File: src/rtl/des_pkg.sv
// DES constant tables (1-based, DES bit order), key-rotation schedules, FSM encodings and permutation helpers.
// Shared by des_round_engine and des_round_function.
package des_pkg;

  localparam int DES_ROUNDS = 16;

  localparam logic [1:0] S_IDLE  = 2'd0;
  localparam logic [1:0] S_ROUND = 2'd1;
  localparam logic [1:0] S_DONE  = 2'd2;

  localparam int IP_T [64] = '{58,50,42,34,26,18,10,2, 60,52,44,36,28,20,12,4,
                               62,54,46,38,30,22,14,6, 64,56,48,40,32,24,16,8,
                               57,49,41,33,25,17,9,1,  59,51,43,35,27,19,11,3,
                               61,53,45,37,29,21,13,5, 63,55,47,39,31,23,15,7};
  localparam int FP_T [64] = '{40,8,48,16,56,24,64,32, 39,7,47,15,55,23,63,31,
                               38,6,46,14,54,22,62,30, 37,5,45,13,53,21,61,29,
                               36,4,44,12,52,20,60,28, 35,3,43,11,51,19,59,27,
                               34,2,42,10,50,18,58,26, 33,1,41,9,49,17,57,25};
  localparam int E_T [48]  = '{32,1,2,3,4,5, 4,5,6,7,8,9, 8,9,10,11,12,13, 12,13,14,15,16,17,
                               16,17,18,19,20,21, 20,21,22,23,24,25, 24,25,26,27,28,29, 28,29,30,31,32,1};
  localparam int P_T [32]  = '{16,7,20,21,29,12,28,17, 1,15,23,26,5,18,31,10,
                               2,8,24,14,32,27,3,9,    19,13,30,6,22,11,4,25};
  localparam int PC1_T [56] = '{57,49,41,33,25,17,9, 1,58,50,42,34,26,18, 10,2,59,51,43,35,27,
                                19,11,3,60,52,44,36, 63,55,47,39,31,23,15, 7,62,54,46,38,30,22,
                                14,6,61,53,45,37,29, 21,13,5,28,20,12,4};
  localparam int PC2_T [48] = '{14,17,11,24,1,5, 3,28,15,6,21,10, 23,19,12,4,26,8, 16,7,27,20,13,2,
                                41,52,31,37,47,55, 30,40,51,45,33,48, 44,49,39,56,34,53, 46,42,50,36,29,32};

  // Decrypt walks the encrypt schedule backwards: C0/D0 already equals C16/D16.
  localparam int ENC_SHIFT [16] = '{1,1,2,2,2,2,2,2,1,2,2,2,2,2,2,1};
  localparam int DEC_SHIFT [16] = '{0,1,2,2,2,2,2,2,1,2,2,2,2,2,2,1};

  localparam int SBOX [8][64] = '{
    '{14,4,13,1,2,15,11,8,3,10,6,12,5,9,0,7, 0,15,7,4,14,2,13,1,10,6,12,11,9,5,3,8,
      4,1,14,8,13,6,2,11,15,12,9,7,3,10,5,0, 15,12,8,2,4,9,1,7,5,11,3,14,10,0,6,13},
    '{15,1,8,14,6,11,3,4,9,7,2,13,12,0,5,10, 3,13,4,7,15,2,8,14,12,0,1,10,6,9,11,5,
      0,14,7,11,10,4,13,1,5,8,12,6,9,3,2,15, 13,8,10,1,3,15,4,2,11,6,7,12,0,5,14,9},
    '{10,0,9,14,6,3,15,5,1,13,12,7,11,4,2,8, 13,7,0,9,3,4,6,10,2,8,5,14,12,11,15,1,
      13,6,4,9,8,15,3,0,11,1,2,12,5,10,14,7, 1,10,13,0,6,9,8,7,4,15,14,3,11,5,2,12},
    '{7,13,14,3,0,6,9,10,1,2,8,5,11,12,4,15, 13,8,11,5,6,15,0,3,4,7,2,12,1,10,14,9,
      10,6,9,0,12,11,7,13,15,1,3,14,5,2,8,4, 3,15,0,6,10,1,13,8,9,4,5,11,12,7,2,14},
    '{2,12,4,1,7,10,11,6,8,5,3,15,13,0,14,9, 14,11,2,12,4,7,13,1,5,0,15,10,3,9,8,6,
      4,2,1,11,10,13,7,8,15,9,12,5,6,3,0,14, 11,8,12,7,1,14,2,13,6,15,0,9,10,4,5,3},
    '{12,1,10,15,9,2,6,8,0,13,3,4,14,7,5,11, 10,15,4,2,7,12,9,5,6,1,13,14,0,11,3,8,
      9,14,15,5,2,8,12,3,7,0,4,10,1,13,11,6, 4,3,2,12,9,5,15,10,11,14,1,7,6,0,8,13},
    '{4,11,2,14,15,0,8,13,3,12,9,7,5,10,6,1, 13,0,11,7,4,9,1,10,14,3,5,12,2,15,8,6,
      1,4,11,13,12,3,7,14,10,15,6,8,0,5,9,2, 6,11,13,8,1,4,10,7,9,5,0,15,14,2,3,12},
    '{13,2,8,4,6,15,11,1,10,9,3,14,5,0,12,7, 1,15,13,8,10,3,7,4,12,5,6,11,0,14,9,2,
      7,11,4,1,9,12,14,2,0,6,10,13,15,3,5,8, 2,1,14,7,4,10,8,13,15,12,9,0,3,5,6,11}
  };

  function automatic logic [0:63] ip_perm(input logic [0:63] x);
    logic [0:63] y;
    for (int i = 0; i < 64; i++) y[i] = x[IP_T[i]-1];
    return y;
  endfunction

  function automatic logic [0:63] fp_perm(input logic [0:63] x);
    logic [0:63] y;
    for (int i = 0; i < 64; i++) y[i] = x[FP_T[i]-1];
    return y;
  endfunction

  function automatic logic [0:47] e_perm(input logic [0:31] x);
    logic [0:47] y;
    for (int i = 0; i < 48; i++) y[i] = x[E_T[i]-1];
    return y;
  endfunction

  function automatic logic [0:31] p_perm(input logic [0:31] x);
    logic [0:31] y;
    for (int i = 0; i < 32; i++) y[i] = x[P_T[i]-1];
    return y;
  endfunction

  function automatic logic [0:55] pc1_perm(input logic [0:63] x);
    logic [0:55] y;
    for (int i = 0; i < 56; i++) y[i] = x[PC1_T[i]-1];
    return y;
  endfunction

  function automatic logic [0:47] pc2_perm(input logic [0:55] x);
    logic [0:47] y;
    for (int i = 0; i < 48; i++) y[i] = x[PC2_T[i]-1];
    return y;
  endfunction

  function automatic logic [0:27] rot28(input logic [0:27] x, input logic dec, input int sh);
    if (!dec) return (sh == 1) ? {x[1:27], x[0]} : {x[2:27], x[0:1]};
    if (sh == 0) return x;
    return (sh == 1) ? {x[27], x[0:26]} : {x[26:27], x[0:25]};
  endfunction

endpackage

File: src/rtl/des_round_function.sv
// DES f-function: E-expansion, round-key XOR, eight S-boxes and P permutation (purely combinational).
module des_sbox
  import des_pkg::*;
#(
  parameter int IDX = 0
) (
  input  logic [0:5] i_six,
  output logic [0:3] o_four
);
  // Outer bits pick the row, inner four the column.
  assign o_four = 4'(SBOX[IDX][{i_six[0], i_six[5], i_six[1:4]}]);
endmodule

module des_round_function
  import des_pkg::*;
(
  input  logic [0:31] i_r,
  input  logic [0:47] i_k,
  output logic [0:31] o_f
);
  logic [0:47] w_x;
  logic [0:31] w_s;

  assign w_x = e_perm(i_r) ^ i_k;

  for (genvar g = 0; g < 8; g++) begin : g_sbox
    des_sbox #(.IDX(g)) u_sbox (
      .i_six  (w_x[6*g +: 6]),
      .o_four (w_s[4*g +: 4])
    );
  end

  assign o_f = p_perm(w_s);
endmodule

File: src/rtl/des_round_engine.sv
// Iterative DES encrypt/decrypt: one Feistel round per clock, key schedule, IP/FP and handshake.
// Optional key_parity_err_dout output enabled by defining DES_KEY_PARITY_CHECK_EN.
module des_round_engine
  import des_pkg::*;
#(
  parameter int ROUNDS = DES_ROUNDS
) (
  input  logic        clk,
  input  logic        reset_n,
  input  logic        start_strobe_din,
  input  logic        decrypt_din,
  input  logic [0:63] text_din,
  input  logic [0:63] key_din,
  output logic [0:63] text_dout,
  output logic        done_strobe_dout,
  output logic        busy_dout
`ifdef DES_KEY_PARITY_CHECK_EN
  ,
  output logic [0:7]  key_parity_err_dout
`endif
);
  localparam logic [4:0] LAST_RND = 5'(ROUNDS - 1);

  logic [1:0]  r_state;
  logic [4:0]  r_round;
  logic        r_dec;
  logic [0:31] r_l, r_r;
  logic [0:27] r_c, r_d;
  logic [0:63] r_text;

  logic [0:63] w_ip;
  logic [0:55] w_cd0;
  int          w_sh;
  logic [0:27] w_c_rot, w_d_rot;
  logic [0:47] w_k;
  logic [0:31] w_f, w_r_nxt;
  logic        w_accept;

  assign w_accept = (r_state == S_IDLE) && start_strobe_din;
  assign w_ip     = ip_perm(text_din);
  assign w_cd0    = pc1_perm(key_din);

  assign w_sh    = r_dec ? DEC_SHIFT[r_round[3:0]] : ENC_SHIFT[r_round[3:0]];
  assign w_c_rot = rot28(r_c, r_dec, w_sh);
  assign w_d_rot = rot28(r_d, r_dec, w_sh);
  assign w_k     = pc2_perm({w_c_rot, w_d_rot});

  des_round_function u_f (
    .i_r (r_r),
    .i_k (w_k),
    .o_f (w_f)
  );

  assign w_r_nxt = r_l ^ w_f;

  always_ff @(posedge clk or negedge reset_n) begin
    if (!reset_n) begin
      r_state <= S_IDLE;
      r_round <= '0;
      r_dec   <= 1'b0;
      r_l     <= '0;
      r_r     <= '0;
      r_c     <= '0;
      r_d     <= '0;
      r_text  <= '0;
    end else begin
      case (r_state)
        S_IDLE: if (w_accept) begin
          r_l     <= w_ip[0:31];
          r_r     <= w_ip[32:63];
          r_c     <= w_cd0[0:27];
          r_d     <= w_cd0[28:55];
          r_dec   <= decrypt_din;
          r_round <= '0;
          r_state <= S_ROUND;
        end
        S_ROUND: begin
          r_l <= r_r;
          r_r <= w_r_nxt;
          r_c <= w_c_rot;
          r_d <= w_d_rot;
          if (r_round == LAST_RND) begin
            // Final swap: output is FP(R16 || L16).
            r_text  <= fp_perm({w_r_nxt, r_r});
            r_round <= '0;
            r_state <= S_DONE;
          end else begin
            r_round <= r_round + 5'd1;
          end
        end
        default: r_state <= S_IDLE;
      endcase
    end
  end

`ifdef DES_KEY_PARITY_CHECK_EN
  logic [0:7] r_par_err;

  // DES key bytes must have odd parity; flag the even ones.
  always_ff @(posedge clk or negedge reset_n) begin
    if (!reset_n) r_par_err <= '0;
    else if (w_accept)
      for (int i = 0; i < 8; i++) r_par_err[i] <= ~^key_din[8*i +: 8];
  end

  assign key_parity_err_dout = r_par_err;
`endif

  assign text_dout        = r_text;
  assign done_strobe_dout = (r_state == S_DONE);
  assign busy_dout        = (r_state != S_IDLE);

endmodule

File: config.mk
export PLATFORM = sky130hd
export DESIGN_NAME = des_round_engine
export DESIGN_NICKNAME = d
export VERILOG_FILES = /design/src/rtl/des_pkg.sv /design/src/rtl/des_round_function.sv /design/src/rtl/des_round_engine.sv
export SDC_FILE = /design/constraint.sdc
export NUM_CORES = 1
export LEC_CHECK = 0
export BUFFER_PORTS_ARGS = -buffer_cell sky130_fd_sc_hd__buf_2
export CORE_MARGIN = 5
export CORE_UTILIZATION = 40
export CTS_CLUSTER_SIZE = 8
export DETAILED_ROUTE_END_ITERATION = 6
export HOLD_SLACK_MARGIN = 0.05
export PLACE_DENSITY = 0.64
export SYNTH_ARGS = -nofsm -noshare
export SYNTH_HDL_FRONTEND = slang
export SYNTH_HIERARCHICAL = 1
export SYNTH_SLANG_ARGS = --single-unit
File: constraint.sdc
create_clock -name clk -period 10.9 [get_ports clk]
set_input_delay 0.545 -clock clk [delete_from_list [all_inputs] [get_ports clk]]
set_output_delay 0.545 -clock clk [all_outputs]
set_load 0.02 [all_outputs]
==> impl_metrics.yaml, run 1 <==
status:
  status: "finished clean"
die:
  die-area_um2: 46300
  ios: 198
  initial_utilization: 0.403
  die_w_um: 215
  die_h_um: 215
  placementRows: 75
  coreArea_um2: 41800
place:
  port-buffer-count: 189
  place_congestion: 0.915
  dpl.hpwl_um: 39400
global_routing:
  grt_first_pass_wirelength_um: 90700
  antenna_found_initial: 0
  groute.usage.overall: 0.241
  grt_max_degree: 90
  grt_pass1_vias: 15600
  grt_overflow: 0
cells_and_area:
  fill_cells: 4094
  drive_gt1_frac: 0.175
  syn_to_final_growth_pct: 9.42
  final_nets: 2267
  num_antenna_cells: 0
drt:
  initialDrtViolationCount: 1772
  postRouteAntennaNets: 0
  dr_total_vias: 16200
  post_drt_via_cell_ratio: 6.17
  wirelength_um: 57700
  firstDrtPassIters: 6
  drc_errors: 0
  wire_per_inst_um: 22.0
clock_network:
  worst_skew_pair.late_latency_ns: 0.48
  cts.repair.resized: 0
  clock_sinks: 192
  htree_levels: 4
  numCtsBuffers: 17
  cts_tree: "built"
  clockBufferDepth: 2
  cts_root_buf: "clkbuf_16"
  path_clk_slew_ns: 0.08
synth:
  syn_inst: 2015
  ys_types: 94
  syn_avg_cell_area_um2: 8.35
  synthTopCellsByCount: "nor2_1, dfrtp_1, nand2_1"
  synth-compound-area-share: 0.290
  synth_xor_area_frac: 0.0535
  synthAdderAreaFrac: 0.0505
  synth_mux_area_frac: 0.0665
  synth_area_um2: 16800
  ys_warn_count: 6
  synth_top_family_by_area: "compound AO/OA/AOI/OAI gates"
  synthSimpleGateAreaFrac: 0.179
  synth.most_common_cell: "nor2_1"
  synth_top_cells_by_area: "dfrtp_1, nor2_1, ha_1"
  yosys_register_bits: 192
  ys_seq_area_frac: 0.285
  synth_top_flop_cell: "dfrtp_1"
  yosysTopAreaCell: "dfrtp_1"
  netlist.area_leader.share: 0.285
  syn-num-nets: 2215
  synth_edf_count: 0
  synth-async-reset-ratio: 1.00
sta:
  fin_crit_ns: 6.45
  timing_hold_violations_final: 0
  fmax_mhz: 155
  relSlewSlack: 0.126
  skew_ns: 0.0173
  rsz0062_at_grt: "false"
  fin_crit_sh: 0.592
  fin_tns_setup_ns: 0
  setup-violations-final: 0
  worstMarginPinSlew_ns: 1.31
  drv_slew: 0
setup_path:
  critPathMostFrequentCell: "xor2_1"
  start_kind: "flip-flop"
  cp_slowest_stage_delay_ns: 0.90
  cp.arrival_ns: 6.85
  crit_fanout: 64
  path_cells: "nand2b_1 > o22ai_4 > buf_4 > a221oi_1 > o21a_1 > nor2_1 > xor2_1 > inv_1 > ha_1 > mux2i_1 > mux4_2 > a211oi_1 > xor2_1 > a22oi_1 > o21ai_0"
  reg2reg_depth: 15
  end_kind: "flip-flop"
  rr_endpoint: "r_r[30]$_DFFE_PN0P_"
  required_ns: 11.30
  crit_slowest_cell: "xor2_1"
  criticalPathCategory: "reg2reg"
  r2r_start: "r_dec$_DFFE_PN0P_"
  ff2ff_setup_slack_ns: 4.45
hold_path:
  hp-class: "in2reg"
  hold_path_depth: 3
  min_from: "decrypt_din"
  hold_end: "r_dec$_DFFE_PN0P_"
run:
  cap_violations: 0
critical path, delay by kind of cell (launching register included):
kind,cells,cell delay (ns)
multiplexers,2,0.61
adder cells (fa/ha/maj),1,0.56
XOR/XNOR,2,1.15
flip-flops,1,0.87
AO/OA/AOI/OAI,6,1.39
buffers and inverters,2,0.95
AND/OR/NAND/NOR,2,0.81
flip-flops by register name, indices dropped and copies added, names as in the netlist:
signal and count:
text_dout 64, r_l 32, r_r 32, r_c 28, r_d 28, r_round 5, r_state 2, r_dec 1
layout by cell type, fill, tap and decap left out, types with 41 or more instances in the layout:
cell type and count:
nor2_1 228, dfrtp_1 190, buf_2 188, nand2_1 161, a21oi_1 92, a211oi_1 79, ha_1 68, inv_1 57
o21a_1 55, o21ai_0 55, xor2_1 53, a221oi_1 50, a21boi_0 49, nand3_1 49, and3_1 46, buf_4 43
o311ai_1 42, xnor2_1 41
final cells by class:
type / count / area [um2] / area share
timing repair buffer: 233 / 1290 / 0.0699
inverter: 63 / 236 / 0.0128
multi-input combinational: 1560 / 10900 / 0.589
clock inverter: 13 / 119 / 0.00645
sequential: 192 / 4810 / 0.261
clock buffer: 18 / 439 / 0.0238
tap: 539 / 674 / 0.0366
per-layer routing:
metal	wire length, um	global-route usage	share of wire	vias up
met1	25000	0.330	0.43	7944
met4	2240	0.0952	0.039	0
li1	-	-	-	7500
met5	0	0	0	-
met2	27100	0.387	0.47	612
met3	3310	0.0349	0.057	96
per-stage QoR:
step	setup slack [ns]	cell area, um2	hold WS, ns	cells	utilization
3_3_place_gp	4.75	17800	0.484	2586	0.427
3_5_place_dp	4.61	17800	0.490	2586	0.427
6_report	4.45	18400	0.285	2618	0.441
4_1_cts	4.58	18400	0.272	2618	0.441
2_1_floorplan	6.52	16800	0.249	2015	-
5_1_grt	4.11	18400	0.300	2618	0.441
kinds of logic (layout without fill, tap and decap cells):
kind of cell	after synthesis	after routing
buffers and inverters	263	327
muxes	88	88
DFF	192	192
AOI/OAI and AO/OA	662	662
adders and majority gates	68	68
xor gates and xnor gates	102	102
and+or+nand+nor	640	640
worst max-delay path by stage:
| stage | depth (start not counted) | slack [ns] | endpoint | startpoint |
|---|---|---|---|---|
| detailed placement | 15 | 4.61 | r_r[30]$_DFFE_PN0P_ | r_dec$_DFFE_PN0P_ |
| global route | 15 | 4.11 | r_r[30]$_DFFE_PN0P_ | r_dec$_DFFE_PN0P_ |
| CTS | 15 | 4.58 | r_r[30]$_DFFE_PN0P_ | r_dec$_DFFE_PN0P_ |
| floorplan | 20 | 6.52 | r_r[7]$_DFFE_PN0P_ | r_round[1]$_DFFE_PN0P_ |
| finish | 15 | 4.45 | r_r[30]$_DFFE_PN0P_ | r_dec$_DFFE_PN0P_ |
| global placement | 16 | 4.75 | r_r[22]$_DFFE_PN0P_ | r_dec$_DFFE_PN0P_ |
timing repair:
item / 4_1_cts / 5_1_grt
hold buffers: 1 / 0
buffers inserted: 0 / 0
hold endpoints to repair: 37 / 0
Power of run 1 is left out: the tool's default activity adds up to more than one toggle a clock period on the data nets, which glitch-free logic cannot reach.
==> run 2, diff against run 1 <==
- PLACE_DENSITY: 0.64 -> 0.67
- clock period: 10.9 -> 5.7 ns (I/O delays scaled with it)
==> run 2 against run 1 <==
Against the previous run:
- the flow now finishes with violations (design-rule violations)
- worst hold slack worse by 0.22 ns
- clock-buffer cell count unchanged
- register-to-register slack worse by 3.9 ns
- maximum frequency up 25%
- sequential cell count unchanged
- sequential share of layout area down 0.93 points
- cell count up 2.6%
- worst setup slack worse by 3.9 ns
- wire length up 0.71%
- critical path type unchanged
- largest cell class unchanged
==> impl_metrics.yaml, run 2 (synthesis gave the netlist of run 1 again) <==
status:
  status: "finished with violations"
  violations: "design-rule violations"
drt:
  wirelength_um: 58100
  post_drt_via_cell_ratio: 6.09
  wl_met1_um: 25600
  wire_per_inst_um: 21.6
  highest_layer: "met4"
  postRouteAntennaNets: 0
  drc_errors: 4
  route.met3.wl_um: 3290
  dr_total_vias: 16400
  initialDrtViolationCount: 1647
  wl_met2_um: 27000
  firstDrtPassIters: 7
cells_and_area:
  final_cell_mix: "nor2_1, dfrtp_1, buf_2, nand2_1, a21oi_1"
  final_nets: 2333
  fill_cells: 4083
  drive_gt1_frac: 0.186
  largest_reg_flops: 64
  num_antenna_cells: 0
  final_common_cell: "nor2_1"
  syn_to_final_growth_pct: 13.4
global_routing:
  grt_first_pass_wirelength_um: 90800
  groute.usage.overall: 0.242
  grt_pass1_vias: 15700
  grt_max_degree: 89
  grt_overflow: 0
  antenna_found_initial: 0
clock_network:
  cts_root_buf: "clkbuf_16"
  path_clk_slew_ns: 0.08
  clock_sinks: 192
  worst_skew_pair.late_latency_ns: 0.48
  holdBufCountCts: 29
  post-cts-setup-buffer-count: 0
  cts_tree: "built"
  cts.repair.resized: 0
  clockBufferDepth: 2
  htree_levels: 4
  numCtsBuffers: 17
die:
  die_w_um: 215
  die-area_um2: 46300
  initial_utilization: 0.403
  die_h_um: 215
  placementRows: 75
  ios: 198
  coreArea_um2: 41800
setup_path:
  start_kind: "flip-flop"
  rr_endpoint: "r_r[6]$_DFFE_PN0P_"
  required_ns: 6.06
  cp.arrival_ns: 5.54
  criticalPathCategory: "reg2reg"
  ff2ff_setup_slack_ns: 0.52
  end_kind: "flip-flop"
  path_cells: "inv_1 > ha_1 > nor2b_1 > o22ai_4 > a221oi_1 > o21a_1 > nor2_1 > xor2_1 > inv_1 > ha_1 > nor2_1 > a21o_1 > mux4_2 > a2bb2oi_1 > xnor2_1 > a22oi_1 > o22a_1"
  crit_fanout: 15
  r2r_start: "r_round[1]$_DFFE_PN0P_"
  cp-endpoint: "r_r[6]$_DFFE_PN0P_"
  reg2reg_depth: 17
  cp_slowest_stage_delay_ns: 0.74
  startpoint: "r_round[1]$_DFFE_PN0P_"
  crit_slowest_cell: "nor2b_1"
run:
  cap_violations: 0
hold_path:
  min_from: "key_din[30]"
  hp-class: "in2reg"
  hold_path_depth: 3
sta:
  relSlewSlack: 0.312
  skew_ns: 0.0204
  drv_slew: 0
  fin_crit_ns: 5.18
  fmax_mhz: 193
  setup-violations-final: 0
  fin_tns_setup_ns: 0
  worstMarginPinSlew_ns: 1.02
  rsz0062_at_grt: "false"
  timing_hold_violations_final: 0
  fin_crit_sh: 0.908
place:
  place_congestion: 0.913
  dpl.hpwl_um: 40800
  port-buffer-count: 189
-- run 2: per-layer routing --
layer,track usage,up-vias
li1,-,7632
met1,0.332,8033
met2,0.390,593
met3,0.0315,95
met4,0.0917,0
met5,0,-
-- run 2: critical path: cells and delay by family (launching register included) --
family	cells	cell delay [ns]
adders and majority gates	2	0.72
xor gates and xnor gates	2	0.54
DFF	1	0.46
AOI/OAI and AO/OA	7	1.65
and+or+nand+nor	3	0.91
buffers and inverters	2	0.33
muxes	1	0.46
-- run 2: through the flow --
step                      worst slack [ns]  hold WS (ns)  std cells  area, um2  utilization
final                                0.524        0.0622       2685      19100        0.457
after global routing                 0.203        0.0685       2685      19100        0.457
after CTS                            0.558        0.0506       2685      19100        0.457
after detailed placement             0.641         0.360       2624      18200        0.435
after global placement               0.673         0.360       2624      18200        0.435
after floorplan                       1.32       -0.0106       2015      16800            -
-- run 2: cell type report --
type	instances	area, um2	share of cell area
clock buffers	18	429	0.0225
clock inverters	14	198	0.0104
inverters	63	236	0.0124
multi-input cells	1560	10800	0.568
flip-flops and latches	192	4810	0.252
well taps	539	674	0.0353
repair buffers	299	1900	0.0997
-- run 2: worst min path at each step --
stage                                to  slack (ns)
finish               r_d[4]$_DFFE_PN0P_        0.06
global route         r_l[1]$_DFFE_PN0P_        0.07
CTS                  r_l[1]$_DFFE_PN0P_        0.05
detailed placement  r_d[15]$_DFFE_PN0P_        0.36
global placement    r_d[11]$_DFFE_PN0P_        0.36
floorplan            r_c[0]$_DFFE_PN0P_       -0.01
Power of run 2 is left out for the same reason.
